## src/rtl/seq_alu.sv

```systemverilog
// Sequential ALU. FWD/ADD/AND/OR finish in a single step. Shifts take one
// cycle per bit of shift amount, and MUL is a shift-add loop of WIDTH steps.
// RESULT, ZERO and CARRY are written only when the FSM enters FIN.
module seq_alu #(
  parameter int unsigned WIDTH = 8
) (
  input  logic             clk,
  input  logic             reset,
  input  logic             start,
  input  logic [2:0]       select,
  input  logic [WIDTH-1:0] data1,
  input  logic [WIDTH-1:0] data2,
  output logic [WIDTH-1:0] result,
  output logic             zero,
  output logic             carry,
  output logic             busy,
  output logic             done
);

  localparam int unsigned SHW = $clog2(WIDTH);
  // One extra bit so the counter can hold WIDTH for MUL.
  localparam int unsigned CW  = SHW + 1;

  localparam logic [2:0] OpFwd = 3'b000;
  localparam logic [2:0] OpAdd = 3'b001;
  localparam logic [2:0] OpAnd = 3'b010;
  localparam logic [2:0] OpOr  = 3'b011;
  localparam logic [2:0] OpSll = 3'b100;
  localparam logic [2:0] OpSrl = 3'b101;
  localparam logic [2:0] OpRor = 3'b110;
  localparam logic [2:0] OpMul = 3'b111;

  typedef enum logic [1:0] {StIdle, StRun, StFin} state_e;

  state_e           state_q;
  logic [2:0]       op_q;
  logic [WIDTH-1:0] acc_q;  // shifted value, or product accumulator for MUL
  logic [WIDTH-1:0] a_q;    // multiplicand, shifted left each MUL step
  logic [WIDTH-1:0] b_q;    // multiplier, shifted right each MUL step
  logic [CW-1:0]    cnt_q;  // steps remaining in RUN

  logic [SHW-1:0]   shamt;
  logic [WIDTH:0]   sum_full;
  logic [WIDTH-1:0] fast_val;
  logic             fast_carry;
  logic [WIDTH-1:0] step_val;

  assign shamt = data2[SHW-1:0];
  assign busy  = (state_q != StIdle);

  // Single-step result for the operations that finish at the accept edge.
  always_comb begin
    sum_full   = {1'b0, data1} + {1'b0, data2};
    fast_val   = data2;
    fast_carry = 1'b0;
    case (select)
      OpAdd: begin
        fast_val   = sum_full[WIDTH-1:0];
        fast_carry = sum_full[WIDTH];
      end
      OpAnd:   fast_val = data1 & data2;
      OpOr:    fast_val = data1 | data2;
      default: fast_val = data2;
    endcase
  end

  // One iteration of the latched operation, applied to the accumulator.
  always_comb begin
    step_val = acc_q;
    case (op_q)
      OpSll:   step_val = {acc_q[WIDTH-2:0], 1'b0};
      OpSrl:   step_val = {1'b0, acc_q[WIDTH-1:1]};
      OpRor:   step_val = {acc_q[0], acc_q[WIDTH-1:1]};
      OpMul:   step_val = acc_q + (b_q[0] ? a_q : '0);
      default: step_val = acc_q;
    endcase
  end

  // FSM, operand latches and registered outputs.
  always_ff @(posedge clk) begin
    if (reset) begin
      state_q <= StIdle;
      op_q    <= OpFwd;
      acc_q   <= '0;
      a_q     <= '0;
      b_q     <= '0;
      cnt_q   <= '0;
      result  <= '0;
      zero    <= 1'b1;
      carry   <= 1'b0;
      done    <= 1'b0;
    end else begin
      done <= 1'b0;
      case (state_q)
        StIdle: begin
          if (start) begin
            op_q <= select;
            a_q  <= data1;
            b_q  <= data2;
            case (select)
              OpSll, OpSrl, OpRor: begin
                if (shamt == '0) begin
                  result  <= data1;
                  zero    <= (data1 == '0);
                  carry   <= 1'b0;
                  done    <= 1'b1;
                  state_q <= StFin;
                end else begin
                  acc_q   <= data1;
                  cnt_q   <= {1'b0, shamt};
                  state_q <= StRun;
                end
              end
              OpMul: begin
                acc_q   <= '0;
                cnt_q   <= CW'(WIDTH);
                state_q <= StRun;
              end
              default: begin
                result  <= fast_val;
                zero    <= (fast_val == '0);
                carry   <= fast_carry;
                done    <= 1'b1;
                state_q <= StFin;
              end
            endcase
          end
        end
        StRun: begin
          acc_q <= step_val;
          a_q   <= {a_q[WIDTH-2:0], 1'b0};
          b_q   <= {1'b0, b_q[WIDTH-1:1]};
          cnt_q <= cnt_q - CW'(1);
          if (cnt_q == CW'(1)) begin
            result  <= step_val;
            zero    <= (step_val == '0);
            carry   <= 1'b0;
            done    <= 1'b1;
            state_q <= StFin;
          end
        end
        StFin:   state_q <= StIdle;
        default: state_q <= StIdle;
      endcase
    end
  end

endmodule

```

## config.mk

```make
export PLATFORM = sky130hd
export DESIGN_NAME = seq_alu
export DESIGN_NICKNAME = d
export VERILOG_FILES = /design/src/rtl/seq_alu.sv
export SDC_FILE = /design/constraint.sdc
export NUM_CORES = 1
export LEC_CHECK = 0
export CAP_MARGIN = 40
export CORE_ASPECT_RATIO = 0.5
export CORE_MARGIN = 3
export CORE_UTILIZATION = 55
export CTS_CLUSTER_DIAMETER = 60
export DETAILED_ROUTE_END_ITERATION = 8
export DONT_BUFFER_PORTS = 1
export PLACE_DENSITY_LB_ADDON = 0.1
export SETUP_SLACK_MARGIN = 0.4
export SYNTH_ARGS = -nofsm -noshare
export SYNTH_HDL_FRONTEND = slang
export SYNTH_SLANG_ARGS = --single-unit
export TNS_END_PERCENT = 1
```

## constraint.sdc

```tcl
create_clock -name clk -period 3 [get_ports clk]
set_clock_uncertainty 0.1 [all_clocks]
set_input_delay 0.6 -clock clk [delete_from_list [all_inputs] [get_ports clk]]
set_output_delay 0.6 -clock clk [all_outputs]
set_load 0.005 [all_outputs]
```

# --- Yosys cells after proc, flatten, opt, wreduce, memory -nomap -nowiden ---
# Index checks and enable logic that the tools add are counted.
totals:
  regBits: 44
  input_bits: 22
  out_inout_bits: 12
  elab_cells: 88
op_classes:
  add_sub_neg: 3
  n_eq_ne: 19
  mux: 41
  bitwise_logic: 2
  reduce_logical: 13
ops:
  columns: ["cell", "count"]
  rows:
  - ["$pmux 8 s2", 6]
  - ["$mux 8", 8]
  - ["$pmux 8 s4", 1]
  - ["$eq 3x3->1 const B", 8]
  - ["$logic_not 8->1", 3]
  - ["$pmux 8 s3", 1]
  - ["$pmux 4 s2", 2]
  - ["$pmux 1 s2", 6]
  - ["$mux 1", 10]
  - ["$add 8x8->9", 1]
  - ["$add 8x8->8", 1]
  - ["$and 8x8->8", 1]
  - ["$mux 4", 2]
  - ["$or 8x8->8", 1]
  - ["$pmux 2 s2", 2]
  - ["$eq 3x2->1 const B", 2]
  - ["$mux 2", 3]
  - ["$ne 2x2->1 const B", 3]
  - ["$ne 3x3->1 const B", 2]
  - ["$reduce_and 2->1", 3]
  - ["$reduce_and 5->1", 1]
  - ["$eq 4x1->1 const B", 1]
  - ["$reduce_and 4->1", 1]
  - ["$reduce_bool 2->1", 2]
  - ["7 further kinds", 7]

# --- Longest topological paths before layout ---
# Gate-level depths: netlist (run 1).
depth:
  word_depth: 6
  ltp_mapped: 10
  depth_no_buf: 10

# --- Worst setup path after synthesis (run 1) ---
# Ideal clock, no wire load.
synth_timing:
  kind: "input to register"
  start: "input port data1[0]"
  end: "register zero"
  setup_time_ps: 116
  arrival_time_ps: 2311
  slack_ps: 473
  stages: 9
  cell_sequence: "ha_1 -> fa_1 -> a21oi_1 -> o22ai_1 -> and3_1 -> nor3_1 -> nor4_1 -> a31o_1 -> a41o_1"
synth_via:
  elab_chain_cells: 6
  elab_cells_between_ends: 10
synth_lines:
  columns: ["element", "line_no", "source"]
  rows:
  - ["from (decl)", "11", "input logic [WIDTH-1:0] data1,"]
  - ["$add 8x8->9, or another cell as far along", "53", "sum_full = {1'b0, data1} + {1'b0, data2};"]
  - ["$pmux 8 s3", "56", "case (select)"]
  - ["$logic_not 8->1", "121", "zero <= (fast_val == '0);"]
  - ["$pmux 1 s2 *", "100", "case (select)"]
  - ["$mux 1 *", "96", "if (start) begin"]
  - ["$pmux 1 s2 *", "94", "case (state_q)"]
  - ["to (signal assigned)", "104", "zero <= (data1 == '0);"]
  - ["to (signal assigned)", "121", null]
  - ["to (signal assigned)", "136", "zero <= (step_val == '0);"]
  - ["to (decl)", "14", "output logic zero,"]
# Mark *: on every way between the ends. The rest lies on a longest branch, timed or not. The select of a mux whose other input is x is not followed.
# A chain may end at the register's enable or synchronous reset.

# --- Final worst setup path (run 1) ---
layout_timing:
  start: "register b_q[0]"
  end: "register zero"
layout_via:
  elab_chain_cells: 6
layout_lines:
  columns: ["element", "line_no", "source"]
  rows:
  - ["from (decl)", "39", "logic [WIDTH-1:0] b_q;"]
  - ["from (signal assigned)", "99", "b_q <= data2;"]
  - ["from (signal assigned)", "132", "b_q <= {1'b0, b_q[WIDTH-1:1]};"]
  - ["$mux 8", "74", "OpMul: step_val = acc_q + (b_q[0] ? a_q : '0);"]
  - ["$add 8x8->8", "74", null]
  - ["$pmux 8 s4", "70", "case (op_q)"]
  - ["$logic_not 8->1", "136", null]
  - ["$mux 1", "134", "if (cnt_q == CW'(1)) begin"]
  - ["$pmux 1 s2", "94", null]
# Every way passes these cells. The select of a mux whose other input is x is not followed.

==> flow_summary.yaml, run 1 <==
sta:
  maxSlewHeadroom_pct: 54.5
  final_max_slew_viol_count: 0
  finalCritPeriodShare_pct: 82.5
  worst_slew_pin_tran_ns: 0.680
  timing.fmax_ghz: 0.404
  final-setup-viol-count: 0
  tns_ns: 0
  finalCriticalPeriod_ns: 2.47
  hold_viol: 0
  unrepaired_setup_endpoints_after_global_routing: "no"
cts:
  insertion_delay_ns: 0.29
  master_cell_of_the_clock_root_buffer: "sky130_fd_sc_hd__clkbuf_16"
  tritoncts: "done"
  cts-htree-levels: 2
  cts.hold.buffers_added: 0
  cts_buffers: 5
  cts_num_sinks: 44
  cts_max_path_buffers: 2
  path_clk_slew_ns: 0.06
die:
  io_pins: 34
  floorplan.core_area_um2: 5780
  die_h_um: 62.1
  rows: 19
  fp.dieArea_um2: 7340
  fp.dieW_um: 118
  floorplan.initialDensity_pct: 59.9
worst_setup_path:
  crit_path_max_fanout: 9
  crit_path_end_kind: "flip-flop"
  setup.worst_path.start_class: "flip-flop"
  r2r_cells: 10
  cp.required_ns: 3.13
  arrival_time_worst_endpoint_ns: 2.61
  critPathKind: "reg -> reg"
synth:
  synthesis.area_um2: 3460
  number_of_synthesized_flops_with_an_enable_pin: 0
  syn_area_per_cell_um2: 7.32
  async_flop_share_pct: 0
  netlist_instances: 473
  synth.yosys.seq_area_share_pct: 25.4
  synth.distinct_cells: 61
  postSynthRegisterBits: 44
  syn_nets: 522
  synth.yosys.warnings: 0
  most_instantiated_flip_flop_cell_in_the_synthesis_netlist: "sky130_fd_sc_hd__dfxtp_1"
grt:
  grt_pass1_wl_um: 17000
  initial_antenna_violation_count: 0
  gr-usage-all-layers_pct: 28.3
  first_global_vias: 3306
  grt-ovfl-total: 0
  grt_max_degree: 49
worst_hold_path:
  holdPathStages: 1
  hold_class: "in -> reg"
route:
  post-route-drc-count: 0
  antenna_violating_nets_post_route: 0
  wl_per_cell_um: 19.4
  detailroute.via_count: 3574
  number_of_drc_violations_after_detailed_routing_iteration_0: 456
  finalWirelength_um: 10600
  drt_pass1_iterations: 5
  detail_route.vias_per_cell: 6.55
cells_and_area:
  synthesis_to_layout_area_growth_pct: 7.77
  num-nets-final: 510
  n_antenna_cell: 0
  finish.instance_area_um2: 3730
  post_route_cells_drive_above_1_share_pct: 7.36
placement:
  gp_congestion: 0.955
  port-buffer-count: 0
  post_dp_cell_area_um2: 3510
  dpl.hpwl_um: 7800
run:
  cap_violations: 0
power_and_ir_drop:
  power.ir.vdd_worst_mv: 0.227
  power-per-cell-area_nw_per_um2: 487
  leakagePower_nw: 1.48
run_status:
  run_status: "completed"
==> synthesized netlist by cell type (all sizes together) (12+ instances only) <==
cell	n	area (µm²)
ha	25	313
nor3	19	95.1
clkbuf	18	67.6
a22oi	13	97.6
nor2	62	233
o21ai	19	95.1
nand2	51	191
and2	12	75.1
inv	28	105
a211oi	16	120
a21oi	47	235
dfxtp	44	881
==> final cells by class <==
type,count,area [µm²]
Multi-Input combinational cell,375,2410
Clock inverter,2,38.8
Clock buffer,6,139
Inverter,28,105
Fill cell,506,2050
Tap cell,84,105
Timing Repair Buffer,7,52.6
Sequential cell,44,885
==> per-layer routing <==
layer  GRT usage, %  wire, µm  vias to the layer above  share of wire [%]
met5              0         0                        -                  0
met4           8.47       138                        0                1.3
met3           7.07       989                       10                9.3
met2           42.9      4520                      165                 43
met1           39.7      4930                     1695                 47
li1               -         -                     1704                  -
==> where the power goes <==
group          internal (W)  switching (W)
Sequential         0.000640      0.0000618
Clock              0.000417       0.000230
Combinational      0.000183       0.000285
==> cells by family after synthesis <==
logic type                 Yosys count  share of synthesized area, %
muxes                                4                          1.23
buffers and inverters               54                          6.32
DFF                                 44                          25.4
adders and majority gates           27                          10.2
and+or+nand+nor                    186                          25.0
AOI/OAI and AO/OA                  151                          30.1
xor gates and xnor gates             7                          1.77
==> cells in the final DEF, fill, tap and decap left out, types with 4 or more instances in the layout <==
cell type                   Yosys  routed
sky130_fd_sc_hd__dfxtp_1       44      43
sky130_fd_sc_hd__o22ai_1        5       5
sky130_fd_sc_hd__o21ai_0       13      13
sky130_fd_sc_hd__o21ai_1        6       6
sky130_fd_sc_hd__ha_1          25      25
sky130_fd_sc_hd__a21oi_1       47      44
sky130_fd_sc_hd__nor3_1        19      17
sky130_fd_sc_hd__clkbuf_16      0       5
sky130_fd_sc_hd__a22oi_1       13      13
sky130_fd_sc_hd__inv_1         28      28
sky130_fd_sc_hd__and2_1        12      12
sky130_fd_sc_hd__a221oi_1       7       7
sky130_fd_sc_hd__buf_4          0       7
sky130_fd_sc_hd__nand2b_1       6       6
sky130_fd_sc_hd__o31ai_1        4       4
sky130_fd_sc_hd__a211oi_1      16      16
sky130_fd_sc_hd__a311oi_1      10      10
sky130_fd_sc_hd__nor2_1        62      62
sky130_fd_sc_hd__xor2_1         4       4
sky130_fd_sc_hd__nand2_1       51      51
sky130_fd_sc_hd__and3_1         5       5
sky130_fd_sc_hd__nand3_1        7       7
sky130_fd_sc_hd__nor2b_1        4       4
==> critical path: stages, from the launching register on <==
cell,delay [ns]
sky130_fd_sc_hd__dfxtp_4,0.37
sky130_fd_sc_hd__and2_1,0.15
sky130_fd_sc_hd__ha_1,0.35
sky130_fd_sc_hd__and3_1,0.22
sky130_fd_sc_hd__o2bb2ai_1,0.14
sky130_fd_sc_hd__o22ai_1,0.25
sky130_fd_sc_hd__xnor2_1,0.17
sky130_fd_sc_hd__nor3_1,0.07
sky130_fd_sc_hd__a311oi_1,0.25
sky130_fd_sc_hd__buf_4,0.18
sky130_fd_sc_hd__a41o_1,0.17
==> path summary, 6_finish.rpt <==
| check | startpoint | slack, ns | endpoint |
|---|---|---|---|
| setup / recovery | b_q[0] | 0.53 | zero |
| hold / removal | reset | 0.28 | result[4] |
| setup reg to reg | b_q[0] | 0.53 | zero |
| hold reg to reg | b_q[1] | 0.36 | b_q[1] |
==> state kept, by name (all words and copies together), names as in the netlist <==
name and count:
cnt_q 4, b_q 8, a_q 8, carry 1, acc_q 8, zero 1
result 8, state_q 2, op_q 3, done 1
==> metrics by stage <==
stage | hold WS [ns] | utilization [%] | total power, W | instances | setup slack (ns)
final | 0.275 | 64.6 | 0.00182 | 546 | 0.525
after global routing | 0.274 | 64.6 | 0.00191 | 546 | 0.410
after CTS | 0.276 | 63.9 | 0.00180 | 546 | 0.429
after detailed placement | 0.344 | 60.7 | 0.00116 | 538 | 0.242
after global placement | 0.340 | 60.7 | 0.00114 | 538 | 0.334
after floorplan | 0.336 | - | 0.00106 | 473 | 0.473
==> timing repair <==
| action | CTS | global route |
|---|---|---|
| buffers inserted | 0 | 0 |
| gates resized for setup | 1 | 10 |
| pin swaps | 0 | 4 |
| setup endpoints to repair | 1 | 6 |
(Power assumes the default switching activity.)
==> run 2: changes to the inputs <==
clock period = 2.28 ns   (was 3 ns; I/O delays follow)
==> run 2 against run 1 <==
The flow now finishes with violations (negative setup slack); clock-buffer cell count unchanged; worst hold slack got worse by 0.14 ns; first-iteration DRC count increased by 1.3%; sequential share of layout area decreased by 2.5 points.
==> flow_summary.yaml, run 2 (synthesis gave the netlist of run 1 again) <==
cts:
  cts.hold.buffers_added: 0
  path_clk_slew_ns: 0.06
  tritoncts: "done"
  cts-htree-levels: 2
  cts_num_sinks: 44
  cts_buffers: 5
  cts_max_path_buffers: 2
  master_cell_of_the_clock_root_buffer: "sky130_fd_sc_hd__clkbuf_16"
  insertion_delay_ns: 0.28
route:
  antenna_violating_nets_post_route: 0
  detailroute.via_count: 3750
  wl_per_cell_um: 19.9
  finalWirelength_um: 11600
  drt_pass1_iterations: 5
  post-route-drc-count: 0
  detail_route.vias_per_cell: 6.44
  number_of_drc_violations_after_detailed_routing_iteration_0: 462
grt:
  gr-usage-all-layers_pct: 30.4
  initial_antenna_violation_count: 0
  grt_max_degree: 49
  grt_pass1_wl_um: 18200
  grt-ovfl-total: 0
  first_global_vias: 3611
worst_hold_path:
  hold_class: "in -> reg"
  holdPathStages: 1
worst_setup_path:
  critPathSlowestCell: "sky130_fd_sc_hd__fa_2"
  critPathKind: "reg -> reg"
  cp_slowest_stage_delay_ns: 0.42
  setup.worst_path.start_class: "flip-flop"
  cp.required_ns: 2.41
  crit_path_max_fanout: 6
  cell_chain_critical_path: "and2_4, ha_4, fa_2, a222oi_1, a21oi_1, nor3_2, o311a_1, a41o_1"
  r2r_cells: 8
  arrival_time_worst_endpoint_ns: 2.46
  crit_path_end_kind: "flip-flop"
run_status:
  violations: "negative setup slack"
  run_status: "finished with violations"
power_and_ir_drop:
  seq_power_share_pct: 38.1
  power_frac_clock_pct: 29.0
  leakagePower_nw: 1.68
  power.net_switching_w: 0.000817
  power.internal_w: 0.00158
  power-per-cell-area_nw_per_um2: 574
  finalPower_w: 0.00240
  share_comb_of_total_power_pct: 32.9
  power.ir.vdd_worst_mv: 0.290
  netSwitchingFraction_pct: 34.1
die:
  io_pins: 34
  die_h_um: 62.1
  fp.dieW_um: 118
  floorplan.core_area_um2: 5780
  rows: 19
  floorplan.initialDensity_pct: 59.9
  fp.dieArea_um2: 7340
placement:
  post_dp_cell_area_um2: 3810
  dpl.hpwl_um: 8380
  gp_congestion: 0.920
  port-buffer-count: 0
  place.detailed.instances: 574
cells_and_area:
  n_antenna_cell: 0
  finish.instance_area_um2: 4180
  synthesis_to_layout_area_growth_pct: 20.6
  layout_commonest_cell: "sky130_fd_sc_hd__nor2_1"
  num-nets-final: 547
  most_frequent_cells_in_the_layout: "60 x sky130_fd_sc_hd__nor2_1, 50 x sky130_fd_sc_hd__nand2_1, 42 x sky130_fd_sc_hd__buf_4"
  finish.cell_count_without_fillers: 582
  post_route_cells_drive_above_1_share_pct: 21.7
sta:
  unrepaired_setup_endpoints_after_global_routing: "yes"
  hold_viol: 0
  setup_slack_ns: -0.0552
  worst_slew_pin_tran_ns: 0.470
  timing.fmax_ghz: 0.428
  final-setup-viol-count: 5
  finalCritPeriodShare_pct: 102
  final_max_slew_viol_count: 0
  maxSlewHeadroom_pct: 68.5
  finalCriticalPeriod_ns: 2.34
run:
  cap_violations: 0
[run 2: cell count changes in the layout (fill, tap and decap cells not counted), sizes merged]
| cell | before | now |
|---|---|---|
| bufinv | 1 | 0 |
| buf | 7 | 43 |
| clkbuf | 6 | 7 |
[run 2: power groups by stage]
stage               Clock (W)  Sequential, W  Combinational, W
floorplan                   0       0.000906          0.000493
global placement            0       0.000918          0.000682
detailed placement          0       0.000921          0.000701
CTS                  0.000691       0.000910          0.000736
global route         0.000737       0.000921          0.000854
finish               0.000696       0.000914          0.000788
[run 2: repair_timing]
item                                    in CTS  in global routing
setup buffers                                1                  0
resized for setup                           23                 25
pin swaps                                   19                 15
cloned                                       0                  0
endpoints found under the setup margin      18                 28
[run 2: cell type report]
class                   instances  area, µm²
well taps                      84        105
multi-input cells             375       2610
repair buffers                 44        332
clock buffers                   6        129
inverters                      28        105
clock inverters                 1       5.00
fillers                       483       1600
flip-flops and latches         44        887
[run 2: final timing paths]
kind / from / endpoint / slack [ns]
worst max-delay path: b_q[0] / zero / -0.06
worst max register to register: b_q[0] / zero / -0.06
worst min-delay path: reset / result[2] / 0.14
worst min register to register: a_q[7] / a_q[7] / 0.36
[run 2: per-stage QoR]
stage	setup slack, ns	util (%)	setup TNS, ns	hold WS (ns)
floorplan	0.0767	-	0	0.336
global placement	-0.159	65.9	-0.444	0.341
detailed placement	-0.199	65.9	-1.00	0.353
CTS	-0.122	70.7	-0.139	0.130
global route	-0.178	72.3	-0.873	0.124
finish	-0.0552	72.3	-0.0777	0.137
[run 2: critical path: cells and delay by family, from the launching register on]
family                   cells  cell delay (ns)
AO/OA/AOI/OAI                4             0.89
adder cells (fa/ha/maj)      2             0.57
flip-flops                   1             0.36
AND/OR/NAND/NOR              2             0.36
[run 2: layer usage]
metal	wire, µm	share of wire, %	vias to the layer above	GRT usage (%)
met5	0	0	-	0
met4	281	2.4	0	9.05
met3	1260	11	34	6.89
met2	5340	46	242	51.0
met1	4730	41	1705	39.4
li1	-	-	1769	-
